### config.mk
export PLATFORM = sky130hd
export DESIGN_NAME = pipeline_hazard_unit
export DESIGN_NICKNAME = d
export VERILOG_FILES = /design/src/rtl/pipeline_hazard_unit.sv
export SDC_FILE = /design/constraint.sdc
export NUM_CORES = 1
export LEC_CHECK = 0
export CORE_MARGIN = 10
export CORE_UTILIZATION = 40
export DETAILED_ROUTE_END_ITERATION = 10
export GPL_ROUTABILITY_DRIVEN = 0
export GPL_TIMING_DRIVEN = 1
export HOLD_SLACK_MARGIN = 0.06
export PLACE_DENSITY = 0.7
export SYNTH_ARGS = -nofsm -noshare
export SYNTH_HDL_FRONTEND = slang
export SYNTH_SLANG_ARGS = --single-unit
### constraint.sdc
create_clock -name i_clk -period 2.51 [get_ports i_clk]
set_input_delay 0.502 -clock i_clk [delete_from_list [all_inputs] [get_ports i_clk]]
set_output_delay 0.502 -clock i_clk [all_outputs]
set_load 0.005 [all_outputs]
### src/rtl/pipeline_hazard_unit.sv
// Pipeline interlock controller: load-use stalls, taken-branch squash,
// multi-cycle mul/div tracking for HI/LO readers, and a stall-cycle counter.
module pipeline_hazard_unit #(
  parameter int unsigned MUL_CYCLES = 4,
  parameter int unsigned DIV_CYCLES = 32
) (
  input  logic        i_clk,
  input  logic        i_rst,
  input  logic        i_id_valid,
  input  logic [4:0]  i_id_rs,
  input  logic [4:0]  i_id_rt,
  input  logic        i_id_uses_rt,
  input  logic        i_id_reads_hilo,
  input  logic        i_id_md_start,
  input  logic        i_ex_memread,
  input  logic [4:0]  i_ex_rw,
  input  logic        i_ex_branch_taken,
  input  logic        i_ex_md_start,
  input  logic        i_ex_md_div,
  output logic        o_pc_en,
  output logic        o_if_id_en,
  output logic        o_if_id_flush,
  output logic        o_id_ex_flush,
  output logic        o_md_busy,
  output logic        o_md_done,
  output logic [15:0] o_stall_cnt
);

  localparam int unsigned CW     = $clog2(DIV_CYCLES + 1);
  localparam int unsigned SCNT_W = 16;

  typedef enum logic {S_IDLE, S_BUSY} state_t;

  state_t              r_state;
  logic [CW-1:0]       r_cnt;
  logic [SCNT_W-1:0]   r_stall_cnt;

  logic w_busy;
  logic w_cnt_zero;
  logic w_load_use;
  logic w_md_stall;
  logic w_stall;

  assign w_busy     = (r_state == S_BUSY);
  assign w_cnt_zero = (r_cnt == '0);

  assign w_load_use = i_id_valid & i_ex_memread & (i_ex_rw != 5'd0) &
                      ((i_ex_rw == i_id_rs) | (i_id_uses_rt & (i_ex_rw == i_id_rt)));

  // HI/LO readers and new mul/div ops wait until the done cycle
  assign w_md_stall = i_id_valid & w_busy & ~w_cnt_zero &
                      (i_id_reads_hilo | i_id_md_start);

  assign w_stall = (w_load_use | w_md_stall) & ~i_ex_branch_taken;

  // Mul/div sequencer and stall counter; the running op is older than any branch
  always_ff @(posedge i_clk) begin
    if (i_rst) begin
      r_state     <= S_IDLE;
      r_cnt       <= '0;
      r_stall_cnt <= '0;
    end else begin
      case (r_state)
        S_IDLE: begin
          if (i_ex_md_start) begin
            r_state <= S_BUSY;
            r_cnt   <= i_ex_md_div ? CW'(DIV_CYCLES - 1) : CW'(MUL_CYCLES - 1);
          end
        end
        S_BUSY: begin
          if (w_cnt_zero) r_state <= S_IDLE;
          else            r_cnt   <= r_cnt - CW'(1);
        end
        default: r_state <= S_IDLE;
      endcase
      if (w_stall && (r_stall_cnt != {SCNT_W{1'b1}}))
        r_stall_cnt <= r_stall_cnt + SCNT_W'(1);
    end
  end

  // Pipeline control: reset, then branch squash, then stall, else run
  always_comb begin
    o_pc_en       = 1'b1;
    o_if_id_en    = 1'b1;
    o_if_id_flush = 1'b0;
    o_id_ex_flush = 1'b0;
    if (i_rst) begin
      o_pc_en       = 1'b0;
      o_if_id_en    = 1'b0;
      o_if_id_flush = 1'b1;
      o_id_ex_flush = 1'b1;
    end else if (i_ex_branch_taken) begin
      o_if_id_flush = 1'b1;
      o_id_ex_flush = 1'b1;
    end else if (w_stall) begin
      o_pc_en       = 1'b0;
      o_if_id_en    = 1'b0;
      o_id_ex_flush = 1'b1;
    end
  end

  assign o_md_busy   = ~i_rst & w_busy;
  assign o_md_done   = ~i_rst & w_busy & w_cnt_zero;
  assign o_stall_cnt = i_rst ? '0 : r_stall_cnt;

endmodule

==> results_dict.tcl <==
set metrics [dict create \
    start_util_pct 41.1 \
    grt_max_degree 19 \
    fmax_mhz 408 \
    power.total_w 0.000839 \
    syn_nets 219 \
    num_vias 1577 \
    start_kind "input pin" \
    leakage_nw 0.902 \
    layout-drive-gt1-share_pct 17.8 \
    routed_via_density 5.15 \
    grt_use_total_pct 12.3 \
    port_buffers 46 \
    die_w_um 81.1 \
    worstPathCellList "clkdlybuf4s50_1 -> buf_12 -> buf_4 -> nor2b_1 -> clkdlybuf4s50_1" \
    outcome "finished clean" \
    die_h_um 81.1 \
    crit_path_top_delay_cell "clkdlybuf4s50_1" \
    final_nets 287 \
    htreeDepth 1 \
    synth_edf_count 0 \
    multi_input_area_um2 991 \
    wirelength_um 4190 \
    hold_buffers 0 \
    avgRoutedWirePerCell_um 13.7 \
    stdcell_area_mm2 0.00221 \
    p_per_area_mw_per_mm2 379 \
    critPathRequiredTime_ps 2010 \
    cts_tree "built" \
    placed_cell_area_mm2 0.00213 \
    finalMaxSlewViolations 0 \
    nFillCells 356 \
    relSlewSlack_pct 63.2 \
    core_mm2 0.00363 \
    ys_types 37 \
    firstDrtPassIters 4 \
    ys_ff_latch 23 \
    cp_top_family "buffers and inverters" \
    seq_area_um2 460 \
    cts_sinks 23 \
    maxCapViolations 0 \
    clock_latency_ps 260 \
    cp_max_fo 18 \
    endpoint_kind "primary output" \
    netlist_area_mm2 0.00149 \
    grt_pass1_wl_um 6590 \
    rsz0062_at_grt "no" \
    critPathMaxStageDelay_ps 530 \
    io_pins 47 \
    crit_buf_inv 4 \
    yosysWarnings 0 \
    grt_antenna_before_repair 0 \
    dieArea_mm2 0.00657 \
    synthFlopType "dfxtp_1" \
    rows 22 \
    hold_viol_final 0 \
    clock-skew-final_ps 3.71 \
    drc 0 \
    gr-total-overflow 0 \
    antenna_left 0 \
    min_period_ps 2450 \
    criticalPathCategory "in2out" \
    tightest_slew_ps 547 \
    ys_seq_area_share_pct 30.8 \
    netlist_instances 191 \
    worst_path_most_repeated_cell "clkdlybuf4s50_1" \
    area_growth_pct 48.4 \
    insertedDiodeCount 0 \
    drt_iter0_markers 76 \
    setup_viol 0 \
    ir_worst_vdd_v 0.000226 \
    clockBufferDepth 2 \
    synthArstFlopShare_pct 0 \
    hp-class "reg2reg" \
    clkTransAtPathRegs_ps 80 \
    cts-root-buf "clkbuf_8" \
    dp_hpwl_um 3200 \
    syn_avg_cell_area_um2 7.82 \
    fin_crit_sh_pct 97.6 \
    worstPathArrival_ps 1950 \
    grt_pass1_vias 1490 \
    numCtsBuffers 3 \
]
[stage by stage]
step,std cells,util [%],worst slack (ps),hold WS [ps],setup TNS [ps]
after CTS,304,60.1,5.49,529,0
after floorplan,191,-,209,480,0
after global placement,298,58.7,-536,508,-2300
after detailed placement,298,58.7,-580,517,-2640
after global routing,306,61.0,9.63,556,0
final,306,61.0,59.8,531,0
[synth_stat cells, drive strengths merged (5+ instances only)]
master,n,area (µm²)
o21ai,16,87.6
nor2,24,90.1
inv,8,30.0
nor4,9,56.3
xnor2,11,96.3
nand3,8,40.0
mux2,6,78.8
dfxtp,23,460
or4,7,52.6
a21oi,11,62.6
nor2b,14,87.6
nand2,18,67.6
nor3,5,25.0
[placed cells by master, fill, tap and decap left out, types with 2 or more instances in the layout]
master and n:
or3_1 2, buf_4 22, nor4_1 7, a211oi_1 2, clkdlybuf4s50_1 34, mux2_4 3
mux2_1 3, nor4_2 2, dlymetal6s2s_1 4, nor3_1 5, dlygate4sd2_1 2, nor2b_1 14
dfxtp_1 23, or4_1 6, buf_2 3, nand4_1 4, nand3_1 8, ha_1 3
a21oi_2 2, o21ai_0 9, xnor2_1 11, a21oi_1 9, inv_1 8, o21ai_2 2
nor2_1 24, clkbuf_2 2, clkbuf_8 3, o21ai_1 5, nand2_1 18, nand2b_1 2
[per-layer routing]
layer / routed length, µm / vias up / share of wire, % / track usage [%]
met5: 0 / - / 0 / 0
met3: 244 / 6 / 5.8 / 3.31
met2: 1870 / 42 / 45 / 20.6
met4: 86 / 0 / 2.1 / 5.36
li1: - / 814 / - / -
met1: 1990 / 715 / 47 / 14.3
[what timing repair did]
item / CTS / global route
hold endpoints to repair: 0 / 0
pin swaps: 5 / 5
endpoints found under the setup margin: 4 / 10
setup buffers: 2 / 2
resized for setup: 20 / 10
[layout make-up]
class / instances / share of cell area (%)
Multi-Input combinational cell: 154 / 44.7
Timing Repair Buffer: 69 / 28.4
Sequential cell: 23 / 20.8
Tap cell: 48 / 2.71
Clock buffer: 4 / 2.03
Inverter: 8 / 1.36
[worst reg2reg max path, stage by stage, from the launching register on]
cell and delay, ps:
dfxtp_1 410, ha_1 250, nand2_1 90, nor4_1 530, a221oi_2 130, o21ai_2 170, buf_4 170, buf_4 100
mux2i_1 180, nor2_1 50
[worst paths after layout]
check                                startpoint              end  slack (ps)  cells past startpoint
worst max register to register   r_stall_cnt[0]   r_stall_cnt[1]         330                      9
worst min register to register  r_stall_cnt[15]  r_stall_cnt[15]         530                      2
worst min-delay path            r_stall_cnt[15]  r_stall_cnt[15]         530                      2
worst max-delay path                      i_rst   o_stall_cnt[8]          60                      5
[state kept, by name, indices dropped and copies added, names as in the netlist]
signal       count
r_cnt            6
r_stall_cnt     16
r_state          1
[report_power, final]
group	switching, W	leakage [nW]	total (W)	internal [W]
clock network	0.000120	0.0228	0.000234	0.000113
logic	0.0000957	0.692	0.000209	0.000114
registers	0.0000182	0.187	0.000396	0.000377
total	0.000234	0.902	0.000839	0.000605
[logic make-up (layout without fill, tap and decap cells)]
| logic type | count (synthesis) | count (layout) | share of synthesized area (%) |
|---|---|---|---|
| compound gates | 34 | 34 | 15.1 |
| xor+xnor | 12 | 12 | 7.04 |
| fa+ha+maj | 3 | 3 | 2.51 |
| buf+inv | 14 | 81 | 4.27 |
| flops | 23 | 23 | 30.8 |
| mux | 7 | 7 | 5.95 |
| simple gates | 98 | 98 | 34.3 |
No activity file was read; power rests on OpenSTA's default activity.
